==> config.mk <==
export PLATFORM = sky130hd
export DESIGN_NAME = copro_ctrl_flat
export DESIGN_NICKNAME = d
export VERILOG_FILES = /design/src/rtl/copro_pkg.sv /design/src/rtl/copro_ctrl_if.sv /design/src/rtl/copro_ctrl.sv /design/src/flat_wrapper.sv
export SDC_FILE = /design/constraint.sdc
export NUM_CORES = 1
export LEC_CHECK = 0
export ABC_AREA = 1
export BUFFER_PORTS_ARGS = -buffer_cell sky130_fd_sc_hd__buf_2
export CAP_MARGIN = 15
export CORE_MARGIN = 1.5
export CORE_UTILIZATION = 39
export CTS_CLUSTER_SIZE = 28
export DETAILED_ROUTE_END_ITERATION = 6
export GPL_ROUTABILITY_DRIVEN = 0
export PLACE_DENSITY = 0.75
export SETUP_SLACK_MARGIN = 0.5
export SYNTH_ARGS = -nofsm -noshare
export SYNTH_HDL_FRONTEND = slang
export SYNTH_SLANG_ARGS = --single-unit
==> constraint.sdc <==
create_clock -name ck -period 2.05 [get_ports ck]
set_clock_uncertainty 0.1 [all_clocks]
set_input_delay 0.205 -clock ck [delete_from_list [all_inputs] [get_ports ck]]
set_output_delay 0.205 -clock ck [all_outputs]
set_load 0.02 [all_outputs]
==> src/rtl/copro_pkg.sv <==
// Shared types and constants for the nibble-sort co-processor host sequencer.
package copro_pkg;

  localparam int COPRO_WORD_W   = 32;
  localparam int COPRO_DATA_W   = 64;
  localparam int COPRO_SORT_CYC = 16;
  localparam int COPRO_CTRL_LAT = 23;

  typedef enum logic [2:0] {
    IDLE,
    PSH_HI,
    PSH_LO,
    STRT,
    WAIT,
    POP_HI,
    POP_LO,
    RSP
  } copro_st_t;

endpackage

==> src/rtl/copro_ctrl_if.sv <==
// Command/response port and co-processor strobes of copro_ctrl.
// master is the sequencer side; slave is the host bridge plus co-processor side.
interface copro_ctrl_if;
  import copro_pkg::*;

  logic                    cmd_vld;
  logic                    cmd_rdy;
  logic [COPRO_DATA_W-1:0] cmd_data;
  logic                    rsp_vld;
  logic                    rsp_rdy;
  logic [COPRO_DATA_W-1:0] rsp_data;
  logic                    rsp_err;
  logic                    start;
  logic                    ready;
  logic                    dpsh;
  logic [COPRO_WORD_W-1:0] dinp;
  logic                    dpop;
  logic [COPRO_WORD_W-1:0] dout;

  modport master (
    input  cmd_vld, cmd_data, rsp_rdy, ready, dout,
    output cmd_rdy, rsp_vld, rsp_data, rsp_err, start, dpsh, dinp, dpop
  );

  modport slave (
    output cmd_vld, cmd_data, rsp_rdy, ready, dout,
    input  cmd_rdy, rsp_vld, rsp_data, rsp_err, start, dpsh, dinp, dpop
  );

endinterface

==> src/rtl/copro_ctrl.sv <==
// Host-side sequencer: push operand, start, wait for ready, pop result, respond.
// Optional WAIT timeout enabled by defining COPRO_CTRL_TMO_EN.
module copro_ctrl
  import copro_pkg::*;
#(
  parameter int TMO_CYC = 64
) (
  input logic          ck,
  input logic          rb,
  copro_ctrl_if.master bus
);

  if (TMO_CYC <= COPRO_SORT_CYC || TMO_CYC > 255) begin : g_tmo_range
    $error("copro_ctrl: TMO_CYC must lie in 17..255");
  end

  copro_st_t               r_state;
  logic [COPRO_WORD_W-1:0] r_op_lo;
  logic                    r_cmd_rdy;
  logic                    r_rsp_vld;
  logic [COPRO_DATA_W-1:0] r_rsp_data;
  logic                    r_start;
  logic                    r_dpsh;
  logic [COPRO_WORD_W-1:0] r_dinp;
  logic                    r_dpop;

`ifdef COPRO_CTRL_TMO_EN
  localparam logic [7:0] TMO_LAST = 8'(TMO_CYC - 1);
  logic [7:0] r_tmo_cnt;
  logic       r_rsp_err;
  assign bus.rsp_err = r_rsp_err;
`else
  assign bus.rsp_err = 1'b0;
`endif

  // Outputs are registered: each branch loads the values of the state it enters.
  always_ff @(posedge ck or negedge rb) begin
    if (!rb) begin
      r_state    <= IDLE;
      r_op_lo    <= '0;
      r_cmd_rdy  <= 1'b1;
      r_rsp_vld  <= 1'b0;
      r_rsp_data <= '0;
      r_start    <= 1'b0;
      r_dpsh     <= 1'b0;
      r_dinp     <= '0;
      r_dpop     <= 1'b0;
`ifdef COPRO_CTRL_TMO_EN
      r_tmo_cnt  <= '0;
      r_rsp_err  <= 1'b0;
`endif
    end else begin
      // NOTE: non-blocking throughout, so every branch sees the pre-edge state
      // and these strobe defaults are simply overridden by the branch below.
      r_start <= 1'b0;
      r_dpsh  <= 1'b0;
      r_dpop  <= 1'b0;
      case (r_state)
        IDLE: begin
          if (bus.cmd_vld) begin
            r_op_lo   <= bus.cmd_data[COPRO_WORD_W-1:0];
            r_dinp    <= bus.cmd_data[COPRO_DATA_W-1:COPRO_WORD_W];
            r_dpsh    <= 1'b1;
            r_cmd_rdy <= 1'b0;
`ifdef COPRO_CTRL_TMO_EN
            r_rsp_err <= 1'b0;
`endif
            r_state   <= PSH_HI;
          end
        end
        // The co-processor shifts left on push, so the low word goes second.
        PSH_HI: begin
          r_dinp  <= r_op_lo;
          r_dpsh  <= 1'b1;
          r_state <= PSH_LO;
        end
        PSH_LO: begin
          r_start <= 1'b1;
          r_state <= STRT;
        end
        STRT: begin
`ifdef COPRO_CTRL_TMO_EN
          r_tmo_cnt <= '0;
`endif
          r_state <= WAIT;
        end
        WAIT: begin
          if (bus.ready) begin
            r_dpop  <= 1'b1;
            r_state <= POP_HI;
          end
`ifdef COPRO_CTRL_TMO_EN
          else if (r_tmo_cnt == TMO_LAST) begin
            r_rsp_data <= '0;
            r_rsp_err  <= 1'b1;
            r_rsp_vld  <= 1'b1;
            r_state    <= RSP;
          end
          r_tmo_cnt <= r_tmo_cnt + 8'd1;
`endif
        end
        // Two rotating pops leave the co-processor register as it was.
        POP_HI: begin
          r_rsp_data[COPRO_DATA_W-1:COPRO_WORD_W] <= bus.dout;
          r_dpop  <= 1'b1;
          r_state <= POP_LO;
        end
        POP_LO: begin
          r_rsp_data[COPRO_WORD_W-1:0] <= bus.dout;
          r_rsp_vld <= 1'b1;
          r_state   <= RSP;
        end
        RSP: begin
          if (bus.rsp_rdy) begin
            r_rsp_vld <= 1'b0;
            r_cmd_rdy <= 1'b1;
            r_state   <= IDLE;
          end
        end
        default: begin
          r_rsp_vld <= 1'b0;
          r_cmd_rdy <= 1'b1;
          r_state   <= IDLE;
        end
      endcase
    end
  end

  assign bus.cmd_rdy  = r_cmd_rdy;
  assign bus.rsp_vld  = r_rsp_vld;
  assign bus.rsp_data = r_rsp_data;
  assign bus.start    = r_start;
  assign bus.dpsh     = r_dpsh;
  assign bus.dinp     = r_dinp;
  assign bus.dpop     = r_dpop;

endmodule
==> src/flat_wrapper.sv <==
// flat-port wrapper written by rule: the top's interface ports become plain ports
module copro_ctrl_flat import copro_pkg::*;
#(
  parameter int TMO_CYC = 64
)
  (ck, rb, bus_cmd_vld, bus_cmd_data, bus_rsp_rdy, bus_ready, bus_dout, bus_cmd_rdy, bus_rsp_vld, bus_rsp_data, bus_rsp_err, bus_start, bus_dpsh, bus_dinp, bus_dpop);
  copro_ctrl_if bus_i ();
  input logic ck;
  input logic rb;
  input wire logic [$bits(bus_i.cmd_vld)-1:0] bus_cmd_vld;
  input wire logic [$bits(bus_i.cmd_data)-1:0] bus_cmd_data;
  input wire logic [$bits(bus_i.rsp_rdy)-1:0] bus_rsp_rdy;
  input wire logic [$bits(bus_i.ready)-1:0] bus_ready;
  input wire logic [$bits(bus_i.dout)-1:0] bus_dout;
  output wire logic [$bits(bus_i.cmd_rdy)-1:0] bus_cmd_rdy;
  output wire logic [$bits(bus_i.rsp_vld)-1:0] bus_rsp_vld;
  output wire logic [$bits(bus_i.rsp_data)-1:0] bus_rsp_data;
  output wire logic [$bits(bus_i.rsp_err)-1:0] bus_rsp_err;
  output wire logic [$bits(bus_i.start)-1:0] bus_start;
  output wire logic [$bits(bus_i.dpsh)-1:0] bus_dpsh;
  output wire logic [$bits(bus_i.dinp)-1:0] bus_dinp;
  output wire logic [$bits(bus_i.dpop)-1:0] bus_dpop;
  assign bus_i.cmd_vld = bus_cmd_vld;
  assign bus_i.cmd_data = bus_cmd_data;
  assign bus_i.rsp_rdy = bus_rsp_rdy;
  assign bus_i.ready = bus_ready;
  assign bus_i.dout = bus_dout;
  assign bus_cmd_rdy = bus_i.cmd_rdy;
  assign bus_rsp_vld = bus_i.rsp_vld;
  assign bus_rsp_data = bus_i.rsp_data;
  assign bus_rsp_err = bus_i.rsp_err;
  assign bus_start = bus_i.start;
  assign bus_dpsh = bus_i.dpsh;
  assign bus_dinp = bus_i.dinp;
  assign bus_dpop = bus_i.dpop;
  copro_ctrl #(.TMO_CYC(TMO_CYC)) u_core (.ck(ck), .rb(rb), .bus(bus_i));
endmodule
==> impl_results.md, run 1 <==
- Clk_lat worst skew: 420 ps
- Hold Path End: u_core.bus.dinp[30]
- FF+latch area: 3408 um2
- Slew Viols, Final: 0
- Mapped Area: 5844 um2
- Pwr per Cell Area: 1561 nW/um2
- CTS root buffer: clkbuf_16
- R2r endpoint: u_core.bus.dinp[17]
- Final setup fails: 0
- Final wirelength: 17580 um
- Setup TNS: 0 ps
- Layout cells sized above 1: 29.38%
- Final ANT Viol Nets: 0
- Highest attainable clock frequency: between 600 and 700 MHz
- Nets: 1058
- Initial Utilization: 40.06%
- Sequential area share after synthesis: 58.25%
- Async S/R FF share, synth: 100.0%
- Die Height: 125.4 um
- TritonRoute pass-1 iters: 5
- Most frequent cells in the layout: nand2_1 (227), buf_2 (200), dfrtp_1 (132)
- Reg2Reg Setup Slack: 560 ps
- Critical Path RT: 2310 ps
- FF+latch count, synth: 136
- Post-synth top area cell: dfrtp_1
- Largest net degree at the start of global routing: 65
- Reg2reg start: u_core.r_state[2]
- Avg Inst Size Synth: 8.855 um2
- Number of flops mapped to enable cells by yosys: 0
- Synthesized instance count: 660
- Synthesis-to-layout area growth: 49.41%
- CTS sink cnt: 136
- DP Worst Slack: 356.5 ps
- First-pass GRT wire length: 26970 um
- Critical-path maximum fanout: 30
- Vias post-DR: 5634
- Status: completed
- Overall fraction of global-route tracks in use: a little over a fifth
- Core Area: 14590 um2
- # rows: 44
- Hold path depth: 5
- Final hold violation count: 0
- Cell count after placement: 1014
- CP startpoint: u_core.r_state[2]
- WS Path Type: register to register
- Commonest non-fill, non-tap cell in the layout: nand2_1
- Vias in the first global route: 5509
- Worst Hold Launch: bus_cmd_data[62]
- H-tree levels: 4
- Yosys Warn Count: 0
- Antenna violations before repair: 1
- Global route total overflow: 0
- Clk pin slew, worst setup/hold paths: 60 ps
- Multi-input logic area: 1934 um2
- Fin cells: 1155
- RSZ-0062 raised after global routing: true
- CP arrival: 1750 ps
- Worst Reg-to-Reg Cells: 6
- Filler instances: 1194
- Die Width: 125.4 um
- Wire length per cell: 15.22 um
- Max-cap violations: 0
- Fin crit share: between 70% and 80%
- Num ports: 203
- Worst VDD drop: 0.6471 mV
- CTS tree: yes
- Yosys top cell area share: 57.80%
- Tmin final: roughly 1500 ps
- Setup ws final: between 500 and 600 ps
- Top cells by area, synth: dfrtp_1 (58%), nand2_1 (15%), inv_1 (4.3%)
- CP startpoint kind: register
- HP Class: primary input to register
- Leak Pwr: 4.732 nW
- Vias per cell: 4.878
- TritonCTS Buffers: 17
- Die Area: 15730 um2
- Starting DRT DRC Count: 491
- Port bufs: 201
- Syn_nets: 761
- Yosys cell types: 24
- Detailed placement HPWL: 9849 um
- CP Capture Type: register
- Clock Path Buffers: 2
- Residual DRC: 0
- Main flop type after synthesis: dfrtp_1
-- worst max-delay path, cell delays in order, from the launching register on --
cell,delay (ps)
dfrtp_2,480
inv_6,140
buf_6,270
nand4_1,170
nand2_1,100
nand2_1,80
nand2_1,70
-- registers in the layout, indices dropped and copies added (netlist names) --
register / cells
u_core.bus.dpsh: 1
u_core.bus.dpop: 1
u_core.bus.rsp_data: 64
u_core.r_state: 3
u_core.bus.dinp: 32
u_core.bus.start: 1
u_core.bus.cmd_rdy: 1
u_core.bus.rsp_vld: 1
u_core.r_op_lo: 32
-- timing repair --
item	in CTS	in global routing
hold buffers	98	0
resized for setup	5	15
setup endpoints to repair	92	105
pin swaps	2	1
setup buffers	1	4
endpoints found under the hold margin	176	0
gates cloned	1	4
-- through the flow --
| stage | utilization (%) | power [mW] | instance area (um2) | hold WS [ps] |
|---|---|---|---|---|
| 3_3_place_gp | 47.86 | 10.11 | 6982 | 75.38 |
| 6_report | 59.85 | 13.63 | 8732 | 22.45 |
| 2_1_floorplan | - | 8.477 | 5844 | -190.6 |
| 4_1_cts | 58.57 | 13.33 | 8544 | 6.096 |
| 5_1_grt | 59.85 | 14.55 | 8732 | 31.80 |
| 3_5_place_dp | 47.86 | 10.27 | 6982 | 76.46 |
-- worst max path at each step --
stage	end
final	u_core.bus.dinp[17]
after CTS	u_core.bus.dinp[9]
after detailed placement	u_core.bus.dinp[19]
after global routing	u_core.bus.dinp[17]
after floorplan	u_core.bus.dinp[10]
after global placement	u_core.bus.dinp[16]
-- where the power goes --
| part | switching [mW] | leakage, nW | internal [mW] |
|---|---|---|---|
| combinational | 3.85 | 2.80 | 2.15 |
| sequential | 0.771 | 1.68 | 4.04 |
| clock | 1.10 | 0.257 | 1.73 |
-- metal layers --
metal	global-route usage [%]	share of wire (%)	vias up
met3	4.493	6.0	59
met4	12.77	4.0	0
met2	35.36	50	289
met1	26.57	40	2585
met5	0	0	-
li1	-	-	2701
-- kinds of logic after synthesis --
family	count (synthesis)	share of synthesized area, %
and+or+nand+nor	307	22.29
other	1	0.06416
DFF	136	58.25
AOI/OAI and AO/OA	101	9.977
buffers and inverters	115	9.420
-- synthesized netlist by cell type, types with 2 or more instances --
| cell type | number |
|---|---|
| buf_6 | 9 |
| dfrtp_1 | 135 |
| nor2_2 | 2 |
| o21ai_1 | 45 |
| o21ai_0 | 33 |
| inv_2 | 2 |
| o21ai_2 | 20 |
| nand3_2 | 2 |
| nor2_1 | 4 |
| nand4_1 | 33 |
| buf_4 | 8 |
| buf_2 | 15 |
| clkbuf_1 | 13 |
| a21oi_1 | 2 |
| nand2_1 | 229 |
| nand3_1 | 34 |
| inv_1 | 67 |
-- cell type report --
cell class | count | share of cell area (%)
Clock buffer | 25 | 5.445
Multi-Input combinational cell | 410 | 22.15
Timing Repair Buffer | 322 | 26.82
Tap cell | 184 | 2.636
Antenna cell | 1 | 0.02866
Inverter | 70 | 3.066
Sequential cell | 136 | 39.03
Clock inverter | 7 | 0.8167
Note: power is estimated with default switching activity, not from simulation.
==> inputs of run 2 (changes only) <==
--- a/config.mk
+++ b/config.mk
@@ -5,7 +5,7 @@
 export SDC_FILE = /design/constraint.sdc
 export NUM_CORES = 1
 export LEC_CHECK = 0
-export ABC_AREA = 1
+export ABC_AREA = 0
 export BUFFER_PORTS_ARGS = -buffer_cell sky130_fd_sc_hd__buf_2
 export CAP_MARGIN = 15
 export CORE_MARGIN = 1.5
@@ -13,7 +13,7 @@
 export CTS_CLUSTER_SIZE = 28
 export DETAILED_ROUTE_END_ITERATION = 6
 export GPL_ROUTABILITY_DRIVEN = 0
-export PLACE_DENSITY = 0.75
+export PLACE_DENSITY = 0.78
 export SETUP_SLACK_MARGIN = 0.5
 export SYNTH_ARGS = -nofsm -noshare
 export SYNTH_HDL_FRONTEND = slang
==> constraint.sdc (replaced) <==
create_clock -name ck -period 1.35 [get_ports ck]
set_clock_uncertainty 0.1 [all_clocks]
set_input_delay 0.135 -clock ck [delete_from_list [all_inputs] [get_ports ck]]
set_output_delay 0.135 -clock ck [all_outputs]
set_load 0.02 [all_outputs]
==> run 2 against run 1 <==
Compared with the run above:
- the flow now finishes with violations (hold timing, setup timing)
- area after synthesis decreased by 6.2%
- sequential cell count unchanged
- fmax decreased by 9.2%
- via count decreased by 7.9%
- die area decreased by 6.0%
- clock-buffer cell count decreased by 5
- worst hold slack got worse by 120 ps
- sequential power increased by 65%
- routed wire length increased by 19%
- first-iteration DRC count decreased by 48%
- largest power group unchanged
==> impl_results.md, run 2 <==
- Vias post-DR: 5189 (was 5634)
- Tmin final: 1641 ps (was 1489 ps)
- TritonCTS Buffers: 17 (unchanged)
- Pwr per Cell Area: 2580 nW/um2 (was 1561 nW/um2)
- Critical-path maximum fanout: 10 (was 30)
- Max-cap violations: 0 (unchanged)
- Post-synthesis mux area share: 19.71% (was 0%)
- Clock power share: 19.6% (was 20.7%)
- RSZ-0062 raised after global routing: true (unchanged)
- Final hold violation count: 5 (was 0)
- CP Capture Type: register (unchanged)
- Clk_lat worst skew: 420 ps (about the same)
- CTS sink cnt: 136 (unchanged)
- Highest attainable clock frequency: 609.6 MHz (was 671.5 MHz)
- Detailed placement HPWL: 10020 um (was 9849 um)
- Number of flops mapped to enable cells by yosys: 0 (unchanged)
- Core Area: 13830 um2 (was 14590 um2)
- Fin cells: 969 (was 1155)
- Global route total overflow: 0 (unchanged)
- Overall Power: 27.05 mW (was 13.63 mW)
- Yosys cell types: 30 (was 24)
- Clock Path Buffers: 2 (unchanged)
- FF+latch count, synth: 136 (unchanged)
- Residual DRC: 0 (unchanged)
- Synth top cells by count: dfrtp_1 (135), mux2_2 (88), nand2_1 (33) (was nand2_1 (229), dfrtp_1 (135), inv_1 (67))
- Leak Pwr: 4.871 nW (was 4.732 nW)
- Slowest stage cell, crit path: dfrtp_1 (was dfrtp_2)
- Starting DRT DRC Count: 253 (was 491)
- Cell repeated most along the worst path: buf_6 (was nand2_1)
- Critical Path RT: 1530 ps (was 2310 ps)
- Post-synthesis compound-gate area fraction: 10.52% (was 9.976%)
- Dpl cell area: 7159 um2 (was 6982 um2)
- Num ports: 203 (unchanged)
- Sequential area share after synthesis: 62.08% (was 58.25%)
- Most frequent cells in the layout: dfrtp_1 (133), buf_6 (115), buf_2 (99) (was nand2_1 (227), buf_2 (200), dfrtp_1 (132))
- Die Height: 121.6 um (was 125.4 um)
- CP arrival: 1820 ps (was 1750 ps)
- Synthesis-to-layout area growth: 91.19% (was 49.41%)
- Vias in the first global route: 5130 (was 5509)
- Non-Filler Cell Area, Final: 10490 um2 (was 8732 um2)
- Worst VDD drop: 1.642 mV (was 0.6471 mV)
- Overall fraction of global-route tracks in use: 22.54% (was 21.65%)
- Fin crit share: 121.5% (was 72.65%)
- Mapped Area: 5484 um2 (was 5844 um2)
- Xor and xnor fraction of the mapped netlist area: 0% (unchanged)
- CP delay by family, top: buffers and inverters (was flip-flops)
- Int Power: 17.55 mW (was 7.923 mW)
- TritonRoute pass-1 iters: 4 (was 5)
- Post-Synth Simple-Gate Area: 4.517% (was 22.29%)
- Commonest non-fill, non-tap cell in the layout: dfrtp_1 (was nand2_1)
- First-pass GRT wire length: 25270 um (was 26970 um)
- CP Buf/Inv Count: 3 (was 2)
- Max reg flops: 64 (unchanged)
- Die Width: 121.6 um (was 125.4 um)
- Switching power: 9.503 mW (was 5.712 mW)
- Largest family of logic cells by synthesized area: multiplexers (was simple AND/OR/NAND/NOR gates)
- CP startpoint kind: register (unchanged)
- Final ANT Viol Nets: 0 (unchanged)
- Yosys Warn Count: 0 (unchanged)
- Largest net degree at the start of global routing: 35 (was 65)
- Vias per cell: 5.355 (was 4.878)
- Sequential share of power: 29.3% (was 35.3%)
- Die Area: 14780 um2 (was 15730 um2)
- Post-synth top area cell: dfrtp_1 (unchanged)
- Syn_nets: 490 (was 761)
- Clk pin slew, worst setup/hold paths: 60 ps (about the same)
- Port bufs: 201 (unchanged)
- CTS tree: yes (unchanged)
- Avg Inst Size Synth: 14.10 um2 (was 8.855 um2)
- HP Class: primary input to register (unchanged)
- Layout cells sized above 1: 61.29% (was 29.38%)
- Synthesized instance count: 389 (was 660)
- Final setup fails: 130 (was 0)
- CTS root buffer: clkbuf_16 (unchanged)
- Setup ws final: -290.5 ps (was 560.7 ps)
- Yosys top cell area share: 61.60% (was 57.80%)
- H-tree levels: 4 (unchanged)
- Final wirelength: 20960 um (was 17580 um)
- Initial Utilization: 39.66% (was 40.06%)
- Status: finished, violations left (was completed)
- Sw frac: 35.13% (was 41.89%)
- Slowest cell delay on critical path: 400 ps (was 480 ps)
- Slew Viols, Final: 0 (unchanged)
- Main flop type after synthesis: dfrtp_1 (unchanged)
- Nets: 876 (was 1058)
- Cell count after placement: 772 (was 1014)
- Cells along the critical path: buf_6, nor3b_4, buf_6, clkbuf_16, a32oi_1, nand2_1 (was inv_6, buf_6, nand4_1, nand2_1, nand2_1, nand2_1)
- Antenna violations before repair: 1 (unchanged)
- Most numerous cell in the Yosys netlist: dfrtp_1 (was nand2_1)
- Wire length per cell: 21.63 um (was 15.22 um)
- WS Path Type: register to register (unchanged)
- Gate power share: 51.1% (was 44.0%)
- WHS: -94.31 ps (was 22.45 ps)
- # rows: 43 (was 44)
- Failing checks: hold timing, setup timing
- Filler instances: 751 (was 1194)
- Top cells by area, synth: dfrtp_1 (62%), mux2_2 (18%), a32oi_1 (5.0%) (was dfrtp_1 (58%), nand2_1 (15%), inv_1 (4.3%))
- Async S/R FF share, synth: 100.0% (unchanged)
- Adder-Cell Fraction of Synth Area: 0% (unchanged)
## run 2: power groups by stage
stage / logic [mW] / registers [mW] / clock network (mW)
5_1_grt: 14.5 / 8.07 / 5.59
3_5_place_dp: 8.87 / 7.42 / 0
3_3_place_gp: 8.53 / 7.27 / 0
2_1_floorplan: 4.16 / 9.03 / 0
6_report: 13.8 / 7.92 / 5.31
4_1_cts: 9.68 / 7.47 / 5.36
## run 2: worst paths after layout
kind	startpoint	endpoint	slack (ps)	depth (start not counted)
setup / recovery	u_core.r_state[2]	u_core.bus.dinp[7]	-290	6
hold / removal	bus_cmd_data[37]	u_core.bus.dinp[5]	-90	3
setup reg to reg	u_core.r_state[2]	u_core.bus.dinp[7]	-290	6
hold reg to reg	u_core.bus.cmd_rdy	u_core.bus.cmd_rdy	390	2
max in group asynchronous	rb	u_core.r_op_lo[21]	560	3
min in group asynchronous	rb	u_core.bus.rsp_data[51]	90	2
## run 2: metrics by stage
step           setup TNS (ps)  hold slack [ps]  util (%)  worst slack [ps]
2_1_floorplan          -10610           -260.6         -            -169.7
3_3_place_gp           -14600           -48.67     51.78            -140.7
3_5_place_dp           -19250           -41.47     51.78            -188.1
4_1_cts                -18860           -180.0     65.17            -199.4
5_1_grt                -29600           -103.9     75.83            -315.1
6_report               -23650           -94.31     75.83            -290.5
## run 2: kinds of logic (layout without fill, tap and decap cells)
| family | count (synthesis) | in the layout |
|---|---|---|
| DFF | 136 | 136 |
| other | 1 | 2 |
| and+or+nand+nor | 49 | 49 |
| buffers and inverters | 33 | 432 |
| AOI/OAI and AO/OA | 74 | 74 |
| muxes | 96 | 96 |
## run 2: per-layer routing
metal | wire [um] | vias up | GRT usage [%]
li1 | - | 2221 | -
met1 | 7492 | 2605 | 24.47
met2 | 11030 | 275 | 39.69
met3 | 1415 | 88 | 6.788
met4 | 1020 | 0 | 11.76
met5 | 0 | - | 0
## run 2: layout make-up
type                    count  area [um2]  share of cell area (%)
repair buffers            396        3799                   36.23
flip-flops and latches    136        3407                   32.49
multi-input cells         220        2356                   22.47
clock buffers              20       456.7                   4.356
well taps                 180       225.2                   2.148
clock inverters            12       221.5                   2.112
inverters                   4       17.52                  0.1671
diodes                      1       2.502                 0.02387
## run 2: what timing repair did
item / 4_1_cts / 5_1_grt
hold endpoints to repair: 266 / 11
pin swaps: 2 / 23
cloned: 3 / 10
hold buffers: 88 / 6
resized for setup: 56 / 231
setup buffers: 5 / 52
setup endpoints to repair: 237 / 249
## run 2: worst min-delay path: cells and delay by family
| kind | cells | cell delay (ps) |
|---|---|---|
| AND/OR/NAND/NOR | 1 | 70 |
| buffers and inverters | 1 | 80 |
| AO/OA/AOI/OAI | 1 | 90 |
